## src/rtl/maj_adder_pkg.sv

```systemverilog
// Shared types and helpers for the majority-logic serial adder.
package maj_adder_pkg;

  typedef enum logic [1:0] {
    IDLE = 2'd0,
    BUSY = 2'd1,
    DONE = 2'd2
  } state_t;

  localparam logic OP_ADD = 1'b0;
  localparam logic OP_SUB = 1'b1;

  // Three-input majority vote, the only gate the adder columns are built from.
  function automatic logic maj(input logic x, input logic y, input logic z);
    return (x & y) | (x & z) | (y & z);
  endfunction

endpackage

```

## src/rtl/maj_full_adder.sv

```systemverilog
// Single-column full adder built purely from majority gates.
module maj_full_adder
  import maj_adder_pkg::*;
(
  input  logic a,
  input  logic b,
  input  logic cin,
  output logic sum,
  output logic cout
);

  // Carry is the plain majority; sum reuses the carry so no XOR is needed.
  always_comb begin
    cout = maj(a, b, cin);
    sum  = maj(~cout, cin, maj(a, b, ~cin));
  end

endmodule

```

## src/rtl/maj_serial_adder.sv

```systemverilog
// Chunk-serial add/subtract unit: BPC bits per cycle through a majority
// full-adder chain, carry held in a register between chunks.
module maj_serial_adder
  import maj_adder_pkg::*;
#(
  parameter int WIDTH = 8,
  parameter int BPC   = 1
) (
  input  logic             clk,
  input  logic             rst,
  input  logic             in_valid,
  output logic             in_ready,
  input  logic [WIDTH-1:0] in_a,
  input  logic [WIDTH-1:0] in_b,
  input  logic             in_cin,
  input  logic             in_op,
  output logic             out_valid,
  input  logic             out_ready,
  output logic [WIDTH-1:0] out_sum,
  output logic             out_cout,
  output logic             out_ovf
);

  localparam int N     = WIDTH / BPC;
  localparam int CNT_W = $clog2(N + 1);
  localparam logic [CNT_W-1:0] LAST = CNT_W'(N - 1);

  generate
    if (WIDTH < 2 || BPC < 1 || (WIDTH % BPC) != 0) begin : g_bad_params
      $error("maj_serial_adder: WIDTH must be >= 2 and a multiple of BPC");
    end
  endgenerate

  state_t state, state_next;

  logic [CNT_W-1:0] cnt;
  logic [WIDTH-1:0] a_reg, b_reg, acc, acc_next;
  logic             carry_reg;
  logic [BPC-1:0]   chunk_a, chunk_b, chunk_sum;
  logic [BPC:0]     chain;
  logic             last_chunk;

  assign last_chunk = (cnt == LAST);
  assign chain[0]   = carry_reg;

  generate
    for (genvar i = 0; i < BPC; i++) begin : g_col
      maj_full_adder u_fa (
        .a    (chunk_a[i]),
        .b    (chunk_b[i]),
        .cin  (chain[i]),
        .sum  (chunk_sum[i]),
        .cout (chain[i+1])
      );
    end
  endgenerate

  // Select the current chunk of each operand and merge its sum into the accumulator.
  always_comb begin
    chunk_a  = a_reg[int'(cnt) * BPC +: BPC];
    chunk_b  = b_reg[int'(cnt) * BPC +: BPC];
    acc_next = acc;
    acc_next[int'(cnt) * BPC +: BPC] = chunk_sum;
  end

  // State register; reset always lands in IDLE.
  always_ff @(posedge clk) begin
    if (rst) begin
      state <= IDLE;
    end else begin
      state <= state_next;
    end
  end

  // Next-state logic: accept, walk N chunks, then wait for the consumer.
  always_comb begin
    state_next = state;
    case (state)
      IDLE:    if (in_valid) state_next = BUSY;
      BUSY:    if (last_chunk) state_next = DONE;
      DONE:    if (out_ready) state_next = IDLE;
      default: state_next = IDLE;
    endcase
  end

  // Handshake outputs decoded from the state; reset masks in_ready immediately.
  always_comb begin
    in_ready  = (state == IDLE) && !rst;
    out_valid = (state == DONE);
  end

  // Datapath: subtract is done as A + ~B + ~borrow, so B and the carry-in are
  // inverted once at capture and the columns only ever add.
  always_ff @(posedge clk) begin
    if (rst) begin
      cnt       <= '0;
      a_reg     <= '0;
      b_reg     <= '0;
      acc       <= '0;
      carry_reg <= 1'b0;
      out_sum   <= '0;
      out_cout  <= 1'b0;
      out_ovf   <= 1'b0;
    end else if (state == IDLE && in_valid) begin
      cnt       <= '0;
      a_reg     <= in_a;
      b_reg     <= (in_op == OP_SUB) ? ~in_b : in_b;
      carry_reg <= (in_op == OP_SUB) ? ~in_cin : in_cin;
      acc       <= '0;
    end else if (state == BUSY) begin
      acc       <= acc_next;
      carry_reg <= chain[BPC];
      if (last_chunk) begin
        out_sum  <= acc_next;
        out_cout <= chain[BPC];
        out_ovf  <= chain[BPC] ^ chain[BPC-1];
      end else begin
        cnt <= cnt + 1'b1;
      end
    end
  end

endmodule
```

## config.mk

```make
export PLATFORM = sky130hd
export DESIGN_NAME = maj_serial_adder
export DESIGN_NICKNAME = d
export VERILOG_FILES = /design/src/rtl/maj_adder_pkg.sv /design/src/rtl/maj_full_adder.sv /design/src/rtl/maj_serial_adder.sv
export SDC_FILE = /design/constraint.sdc
export NUM_CORES = 1
export LEC_CHECK = 0
export ABC_CLOCK_PERIOD_IN_PS = 2300
export CAP_MARGIN = 10
export CORE_MARGIN = 2
export CORE_UTILIZATION = 45
export CTS_BUF_LIST = sky130_fd_sc_hd__clkbuf_8
export DETAILED_ROUTE_END_ITERATION = 8
export MAX_ROUTING_LAYER = met4
export PLACE_DENSITY = 0.8
export REMOVE_ABC_BUFFERS = 1
export SLEW_MARGIN = 20
export SYNTH_ARGS = -nofsm -noshare
export SYNTH_HDL_FRONTEND = slang
export SYNTH_SLANG_ARGS = --single-unit
```

## constraint.sdc

```tcl
create_clock -name clk -period 2.3 [get_ports clk]
set_input_delay 0.345 -clock clk [delete_from_list [all_inputs] [get_ports clk]]
set_output_delay 0.345 -clock clk [all_outputs]
set_load 0.03 [all_outputs]
```

==> summary.md, run 1 <==
| Metric | Value |
|---|---|
| Status | `finished with violations` |
| Failing checks | `negative setup slack` |
| Placed insts | `317` |
| Overall Power | `1.65 mW` |
| RSZ-0062 raised after global routing | `true` |
| Hold endpoint | `a_reg[4]` |
| Largest cells by area after synthesis | `dfxtp_1, nand2_1, xnor2_1` |
| Total Nets Final | `299` |
| Starting DRT DRC Count | `160` |
| FF-to-FF setup slack | `-0.09 ns` |
| Number of flops mapped to enable cells by yosys | `0` |
| Reg2reg path depth | `8` |
| Post-synthesis cell area | `0.00208 mm²` |
| Sequential area share after synthesis | `39.4%` |
| Vias | `1858` |
| Mapped Cells | `231` |
| Die width | `72.0 µm` |
| DRT Wirelength | `4860 µm` |
| Max Clk Rate | `0.418 GHz` |
| FF-to-FF End | `acc[1]` |
| Worst-path clk slew | `0.08 ns` |
| Top-area cell type share of the netlist area | `39.4%` |
| DP HPWL | `3440 µm` |
| Worst reg2reg startpoint | `cnt[1]` |
| Tightest Hold Check Type | `register to register` |
| Commonest non-fill, non-tap cell in the layout | `dfxtp_1` |
| Total die area | `0.00519 mm²` |
| CTS Buffer Depth | `2` |
| Hold-fix buffers, CTS | `0` |
| Post-DRT Antenna Nets | `0` |
| Die height | `72.0 µm` |
| Highest-count cells in the layout ignoring fill and taps | `dfxtp_1, clkdlybuf4s50_1, nand2_1` |
| Cells on Worst Hold Path | `2` |
| Synth Flop Type | `dfxtp_1` |
| Final Hold Fails | `0` |
| Total GRT Usage | `20.8%` |
| WP data required | `2.51 ns` |
| # Max-Cap Violations | `0` |
| Ys async rst share | `0%` |
| Grt ovf | `0` |
| Critical path peak fanout | `5` |
| Post-CTS Setup Inserts | `0` |
| Final period util | `104%` |
| CTS Buf Count | `5` |
| Critical-path cell list | `mux4_2, mux2_4, nand2_2, fa_2, buf_4, inv_2, nand3_4, o31ai_1` |
| Fillcell total | `363` |
| Final critical-path required period | `2.39 ns` |
| Buffers on Ports | `33` |
| Final setup margin | `-0.0944 ns` |
| Mean Syn Cell Area | `9.02 µm²` |
| Dominant cell type by area after synthesis | `dfxtp_1` |
| Number of global-route vias before repair | `1826` |
| Leakage | `1.03 nW` |
| CP Launch Type | `register` |
| Clock sink count | `41` |
| Area delta synth->final | `30.3%` |
| I/O pins | `34` |
| CP Depth | `8` |
| Final setup fails | `14` |
| Crit path max-delay family | `multiplexers` |
| Slew Limit Fails | `0` |
| Skew final | `0.00668 ns` |
| Slew Limit Headroom | `63.6%` |
| Yosys cell types | `43` |
| CP max stage delay | `0.51 ns` |
| Yosys Warn Count | `0` |
| Worst Hold Launch | `a_reg[4]` |
| Initial antenna violation count | `0` |
| Clk_lat worst skew | `0.30 ns` |
| CTS tree | `built` |
| Row count | `24` |
| H-tree levels | `2` |
| Max VDD drop | `0.000330 V` |
| Worst-Margin Slew | `0.545 ns` |
| Wire per inst | `15.0 µm` |
| Final hold slack | `0.460 ns` |
| Flops & latches, synth | `41` |
| CP Buf/Inv Count | `2` |
| Largest net degree at the start of global routing | `26` |
| # DRC | `0` |
| Routability cong. | `0.973` |
| CTS Root Cell | `clkbuf_8` |
| CP Capture Type | `register` |
| Fraction of layout cells with a size suffix above 1 | `17.9%` |
| Crit-path slowest cell | `mux4_2` |
| Critical Path AT | `2.60 ns` |
| Fin cells | `325` |
| 1st-pass router iterations | `4` |
| Setup Crit Path Kind | `register to register` |
| Power Dens Cells | `607 mW/mm²` |
| First-pass GRT wire length | `8200 µm` |
| Core Area | `0.00441 mm²` |
| Via density | `5.72` |
| Antenna Cells | `0` |
| Initial Utilization | `47.2%` |
-- routing by layer --
metal  wire (µm)  GRT usage, %
met2        2390          32.7
met4          72          7.55
met3         280          5.00
met5           0             -
met1        2110          26.2
-- per-stage QoR --
stage                     cell area [µm²]  util, %  setup slack, ns  setup TNS (ns)
after floorplan                      2020        -           -0.238           -1.73
after global placement               2520     57.0           -0.201           -1.79
after detailed placement             2520     57.0           -0.260           -2.74
after CTS                            2680     60.6           -0.133          -0.625
after global routing                 2710     61.5           -0.175           -2.14
final                                2710     61.5          -0.0944          -0.748
-- layout make-up --
type | count | area [µm²] | area share, %
multi-input combinational | 172 | 1250 | 46.2
sequential | 41 | 825 | 30.4
timing repair buffer | 47 | 433 | 16.0
clock buffer | 6 | 82.6 | 3.04
tap | 52 | 65.1 | 2.40
clock inverter | 2 | 37.5 | 1.38
inverter | 5 | 18.8 | 0.692
-- worst reg2reg max path, delay by kind of cell (launching register included) --
family | cells | cell delay, ns
simple gates | 2 | 0.19
flops | 1 | 0.36
mux | 2 | 0.80
fa+ha+maj | 1 | 0.48
buf+inv | 2 | 0.24
compound gates | 1 | 0.25
-- what timing repair did --
item | 4_1_cts | 5_1_grt
hold endpoints to repair | 0 | 0
pin swaps | 10 | 5
endpoints found under the setup margin | 16 | 16
gates resized for setup | 11 | 9
gates cloned | 0 | 0
-- cells by family (layout without fill, tap and decap cells) --
kind of cell | after synthesis | count (layout) | share of synthesized area, %
flip-flops | 41 | 41 | 39.4
multiplexers | 12 | 12 | 8.29
XOR/XNOR | 13 | 13 | 5.47
buffers and inverters | 18 | 60 | 3.96
AND/OR/NAND/NOR | 88 | 88 | 21.6
AO/OA/AOI/OAI | 54 | 54 | 17.9
adder cells (fa/ha/maj) | 5 | 5 | 3.36
-- cells in the mapped netlist, types with 2 or more instances --
| cell type | number |
|---|---|
| dfxtp_1 | 41 |
| nand2_1 | 29 |
| nor2_1 | 19 |
| a21oi_1 | 14 |
| a211oi_1 | 12 |
| xnor2_1 | 11 |
| o211ai_1 | 9 |
| nand3_1 | 8 |
| o31ai_1 | 7 |
| buf_2 | 6 |
| clkbuf_1 | 6 |
| mux2i_1 | 6 |
| inv_1 | 5 |
| nor3_1 | 5 |
| nor3b_1 | 5 |
| ha_1 | 4 |
| mux4_2 | 4 |
| nand4_1 | 4 |
| nand2b_1 | 3 |
| nor2b_1 | 3 |
| mux2_2 | 2 |
| o21ai_0 | 2 |
| o22ai_1 | 2 |
| o2bb2ai_1 | 2 |
| or2_2 | 2 |
| or3b_1 | 2 |
| xor2_1 | 2 |
-- where the power goes --
group	total, mW	internal [mW]	switching (mW)
Clock	0.609	0.353	0.256
Sequential	0.756	0.736	0.0195
Combinational	0.284	0.138	0.146
-- worst max-delay path by stage --
stage | start | slack (ns) | endpoint
3_3_place_gp | cnt[0] | -0.20 | out_sum[7]
5_1_grt | cnt[0] | -0.17 | acc[3]
6_report | cnt[1] | -0.09 | acc[1]
2_1_floorplan | cnt[0] | -0.24 | out_sum[3]
3_5_place_dp | cnt[0] | -0.26 | out_sum[3]
4_1_cts | cnt[0] | -0.13 | acc[3]
Note: power is estimated with default switching activity, not from simulation.
==> run 2: changes to the inputs <==
--- a/config.mk
+++ b/config.mk
@@ -7,6 +7,7 @@
 export LEC_CHECK = 0
 export ABC_CLOCK_PERIOD_IN_PS = 2300
 export CAP_MARGIN = 10
+export CORE_ASPECT_RATIO = 1.2
 export CORE_MARGIN = 2
 export CORE_UTILIZATION = 45
 export CTS_BUF_LIST = sky130_fd_sc_hd__clkbuf_8
==> summary.md, run 2 (synthesized netlist as in run 1, its figures left out) <==
| Metric | Value |
|---|---|
| Critical path peak fanout | `4` |
| Critical-path cell list | `mux4_2, mux2_4, nand2_2, fa_1, nor3_2, buf_4, nand2_4, o31ai_2` |
| H-tree levels | `2` |
| Status | `finished with violations` |
| Clock sink count | `41` |
| Vias | `1822` |
| Final Hold Fails | `0` |
| Post-DRT Antenna Nets | `0` |
| First-pass GRT wire length | `8130 µm` |
| Critical Path AT | `2.58 ns` |
| Slew Limit Fails | `0` |
| CP Buf/Inv Count | `1` |
| Wire per inst | `14.1 µm` |
| Final period util | `103%` |
| Slew Limit Headroom | `68.9%` |
| Final setup margin | `-0.0623 ns` |
| Die height | `78.5 µm` |
| CTS tree | `built` |
| Area delta synth->final | `28.5%` |
| Fin cells | `330` |
| Commonest non-fill, non-tap cell in the layout | `dfxtp_1` |
| Worst-path clk slew | `0.08 ns` |
| 1st-pass router iterations | `4` |
| Crit-path slowest cell | `mux4_2` |
| CP Launch Type | `register` |
| Worst-Margin Slew | `0.466 ns` |
| Largest net degree at the start of global routing | `30` |
| Tightest Hold Check Type | `register to register` |
| Total Nets Final | `298` |
| DP HPWL | `3450 µm` |
| TNS Setup | `-0.240 ns` |
| Initial antenna violation count | `0` |
| Post-CTS Setup Inserts | `0` |
| Core Area | `0.00453 mm²` |
| Final hold slack | `0.458 ns` |
| CP Capture Type | `register` |
| RSZ-0062 raised after global routing | `true` |
| Skew final | `0.00184 ns` |
| Placed insts | `322` |
| I/O pins | `34` |
| Clk_lat worst skew | `0.30 ns` |
| CP max stage delay | `0.49 ns` |
| Total die area | `0.00519 mm²` |
| DRT Wirelength | `4660 µm` |
| Total GRT Usage | `20.9%` |
| CTS Root Cell | `clkbuf_8` |
| Final Core Density | `59.1%` |
| Setup Crit Path Kind | `register to register` |
| Failing checks | `negative setup slack` |
| Overall Power | `1.57 mW` |
| Final critical-path required period | `2.36 ns` |
| CTS Buf Count | `5` |
| Grt ovf | `0` |
| Max Clk Rate | `0.423 GHz` |
| # Max-Cap Violations | `0` |
| Number of global-route vias before repair | `1778` |
| WP data required | `2.52 ns` |
| # DRC | `0` |
| Row count | `27` |
| Crit path max-delay family | `multiplexers` |
| CTS Buffer Depth | `2` |
| Initial Utilization | `46.0%` |
| Die width | `66.1 µm` |
| Antenna Cells | `0` |
| Highest-count cells in the layout ignoring fill and taps | `dfxtp_1, clkdlybuf4s50_1, nand2_1` |
| Routability cong. | `0.912` |
| Fraction of layout cells with a size suffix above 1 | `16.9%` |
| Leakage | `1.02 nW` |
| Power Dens Cells | `585 mW/mm²` |
| Final setup fails | `7` |
| Starting DRT DRC Count | `95` |
| Buffers on Ports | `33` |
| Via density | `5.52` |
| Max VDD drop | `0.000445 V` |
run 2: cell type report:
class	instances	area, µm²
clock buffer	7	96.3
clock inverter	1	8.76
fill	419	1850
inverter	5	18.8
multi-input combinational	172	1230
sequential	41	826
tap	58	72.6
timing repair buffer	46	425
run 2: metrics by stage:
step,worst slack [ns],instance area [µm²]
after global placement,-0.158,2520
after CTS,-0.0738,2650
after detailed placement,-0.256,2520
final,-0.0623,2680
after floorplan,-0.238,2020
after global routing,-0.168,2680
run 2: worst paths after layout:
path,from,cells past startpoint,to,slack (ns)
worst min-delay path,out_sum[5],2,out_sum[5],0.46
worst max-delay path,cnt[0],8,acc[3],-0.06
worst min register to register,out_sum[5],2,out_sum[5],0.46
worst max register to register,cnt[0],8,acc[3],-0.06
run 2: layer usage:
| metal | vias up | share of wire (%) | track usage (%) |
|---|---|---|---|
| met2 | 33 | 55 | 37.3 |
| li1 | 917 | - | - |
| met4 | 0 | 1.5 | 6.12 |
| met5 | - | 0 | - |
| met1 | 866 | 41 | 23.1 |
| met3 | 6 | 2.9 | 4.30 |
run 2: tightest hold or removal path, cell delays in order (launching register included):
cell,delay (ns)
dfxtp_1,0.32
nand2_1,0.05
a21oi_1,0.05
run 2: power breakdown:
| part | leakage (nW) | switching, mW | internal (mW) |
|---|---|---|---|
| sequential | 0.335 | 0.0184 | 0.736 |
| clock | 0.0549 | 0.267 | 0.277 |
| combinational | 0.632 | 0.135 | 0.133 |
run 2: repair_timing:
item / CTS / global route
hold buffers: 0 / 0
pin swaps: 8 / 1
gates resized for setup: 11 / 5
hold endpoints to repair: 0 / 0
setup endpoints to repair: 16 / 14
==> run 3: changes to the inputs <==
--- a/config.mk
+++ b/config.mk
@@ -5,7 +5,7 @@
 export SDC_FILE = /design/constraint.sdc
 export NUM_CORES = 1
 export LEC_CHECK = 0
-export ABC_CLOCK_PERIOD_IN_PS = 2300
+export ABC_CLOCK_PERIOD_IN_PS = 2200
 export CAP_MARGIN = 10
 export CORE_ASPECT_RATIO = 1.2
 export CORE_MARGIN = 2
@@ -13,7 +13,7 @@
 export CTS_BUF_LIST = sky130_fd_sc_hd__clkbuf_8
 export DETAILED_ROUTE_END_ITERATION = 8
 export MAX_ROUTING_LAYER = met4
-export PLACE_DENSITY = 0.8
+export PLACE_DENSITY = 0.77
 export REMOVE_ABC_BUFFERS = 1
 export SLEW_MARGIN = 20
 export SYNTH_ARGS = -nofsm -noshare
==> constraint.sdc (replaced) <==
create_clock -name clk -period 2.2 [get_ports clk]
set_input_delay 0.33 -clock clk [delete_from_list [all_inputs] [get_ports clk]]
set_output_delay 0.33 -clock clk [all_outputs]
set_load 0.03 [all_outputs]
==> summary.md, run 3 (synthesized netlist as in run 1, its figures left out) <==
| Metric | Value |
|---|---|
| I/O pins | `34` |
| Area of the multi-input gates | `0.00128 mm²` |
| Worst reg2reg startpoint | `cnt[0]` |
| Reg2reg path depth | `8` |
| Hold-fix buffers, CTS | `0` |
| CP Capture Type | `register` |
| CTS tree | `built` |
| Crit path max-delay family | `multiplexers` |
| Post-CTS Setup Inserts | `0` |
| Wire per inst | `14.3 µm` |
| Fillcell total | `378` |
| Slew Limit Headroom | `68.8%` |
| Failing checks | `negative setup slack` |
| Total GRT Usage | `21.5%` |
| Final Core Density | `61.1%` |
| Final period util | `110%` |
| CTS Root Cell | `clkbuf_8` |
| Number of global-route vias before repair | `1834` |
| Skew final | `0.00895 ns` |
| Final critical-path required period | `2.41 ns` |
| Starting DRT DRC Count | `109` |
| Row count | `27` |
| Crit-path slowest cell | `mux4_2` |
| FF-to-FF setup slack | `-0.21 ns` |
| Worst-Margin Slew | `0.467 ns` |
| Worst-path clk slew | `0.08 ns` |
| Initial Utilization | `46.0%` |
| CP Buf/Inv Count | `1` |
| Worst Hold Launch | `a_reg[2]` |
| Critical-path cell list | `mux4_2, mux2_4, nand2_2, fa_1, nor3_2, buf_4, mux2i_1, a211oi_2` |
| Final setup margin | `-0.210 ns` |
| # DRC | `0` |
| Vias | `1843` |
| Combinational fraction of design power | `19.1%` |
| Commonest non-fill, non-tap cell in the layout | `dfxtp_1` |
| NetSw | `0.427 mW` |
| Clock sink count | `41` |
| RSZ-0062 raised after global routing | `true` |
| Critical path peak fanout | `4` |
| H-tree levels | `2` |
| Max VDD drop | `0.000407 V` |
| Initial antenna violation count | `0` |
| Total Nets Final | `306` |
| Routability cong. | `0.883` |
| Status | `finished with violations` |
| Grt ovf | `0` |
| Die width | `66.1 µm` |
| Slew Limit Fails | `0` |
| Area delta synth->final | `32.8%` |
| Leakage | `1.07 nW` |
| First-pass GRT wire length | `8390 µm` |
| Max Clk Rate | `0.415 GHz` |
| DP HPWL | `3610 µm` |
| Cells on Worst Hold Path | `2` |
| Buffers on Ports | `33` |
| Clk_lat worst skew | `0.29 ns` |
| Antenna Cells | `0` |
| FF-to-FF End | `out_sum[7]` |
| Final Hold Fails | `0` |
| Core Area | `0.00453 mm²` |
| Final hold slack | `0.458 ns` |
| Via density | `5.45` |
| Largest net degree at the start of global routing | `31` |
| Tightest Hold Check Type | `register to register` |
| CTS Buf Count | `5` |
| CP max stage delay | `0.49 ns` |
| Hold endpoint | `a_reg[2]` |
| Power Dens Cells | `563 mW/mm²` |
| DRT Wirelength | `4840 µm` |
| Internal | `1.13 mW` |
| Switching power share of the total | `27.4%` |
| Setup Crit Path Kind | `register to register` |
| # Max-Cap Violations | `0` |
| Sequential power share | `50.6%` |
| CP Launch Type | `register` |
| Die height | `78.5 µm` |
| Final setup fails | `16` |
| Post-DRT Antenna Nets | `0` |
| 1st-pass router iterations | `4` |
| Clk pwr share | `30.3%` |
| Register area | `825 µm²` |
| Highest-count cells in the layout ignoring fill and taps | `dfxtp_1, clkdlybuf4s50_1, nand2_1` |
| Total die area | `0.00519 mm²` |
| CTS Buffer Depth | `2` |
| WP data required | `2.42 ns` |
| Critical Path AT | `2.63 ns` |
| Fraction of layout cells with a size suffix above 1 | `20.0%` |
-- run 3: worst max path at each step --
stage          startpoint          to  slack, ns  cells past startpoint
2_1_floorplan      cnt[0]  out_sum[3]      -0.34                      7
3_3_place_gp       cnt[0]      acc[3]      -0.25                      8
3_5_place_dp       cnt[0]  out_sum[7]      -0.39                      8
4_1_cts            cnt[0]  out_sum[3]      -0.18                      8
5_1_grt            cnt[0]  out_sum[7]      -0.28                      8
6_report           cnt[0]  out_sum[7]      -0.21                      8
-- run 3: per-layer routing --
layer / GRT usage [%] / vias up / part of all wire, %
met5: - / - / 0
met1: 24.7 / 862 / 42
met3: 4.73 / 11 / 2.5
met4: 6.94 / 0 / 1.8
met2: 36.6 / 33 / 53
li1: - / 937 / -
-- run 3: layout make-up --
class / count / area share, %
tap: 58 / 2.62
clock inverter: 3 / 0.543
clock buffer: 5 / 2.49
inverter: 5 / 0.678
timing repair buffer: 54 / 17.5
sequential: 41 / 29.8
multi-input combinational: 172 / 46.3
-- run 3: metrics by stage --
step                TNS (ns)  worst slack (ns)  power [mW]  std cells  instance area [µm²]
floorplan              -3.05            -0.338       0.959        218                 2020
global placement       -2.83            -0.250        1.08        330                 2580
detailed placement     -4.28            -0.389        1.09        330                 2580
CTS                    -2.07            -0.183        1.57        338                 2720
global route           -3.35            -0.284        1.65        338                 2770
finish                 -2.29            -0.210        1.56        338                 2770
-- run 3: repair_timing --
| action | CTS | global route |
|---|---|---|
| gates resized for setup | 14 | 10 |
| endpoints found under the setup margin | 16 | 18 |
| pin swaps | 10 | 5 |
-- run 3: power groups by stage --
stage	Combinational, mW	Sequential, mW	Clock (mW)
detailed placement	0.278	0.807	0
floorplan	0.156	0.803	0
CTS	0.291	0.790	0.487
global route	0.328	0.793	0.525
finish	0.298	0.789	0.471
global placement	0.271	0.806	0
-- run 3: worst register-to-register path: cells and delay by family (launching register included) --
family | cells | cell delay, ns
buffers and inverters | 1 | 0.16
AOI/OAI and AO/OA | 1 | 0.20
and+or+nand+nor | 2 | 0.28
muxes | 3 | 0.85
DFF | 1 | 0.38
adders and majority gates | 1 | 0.46
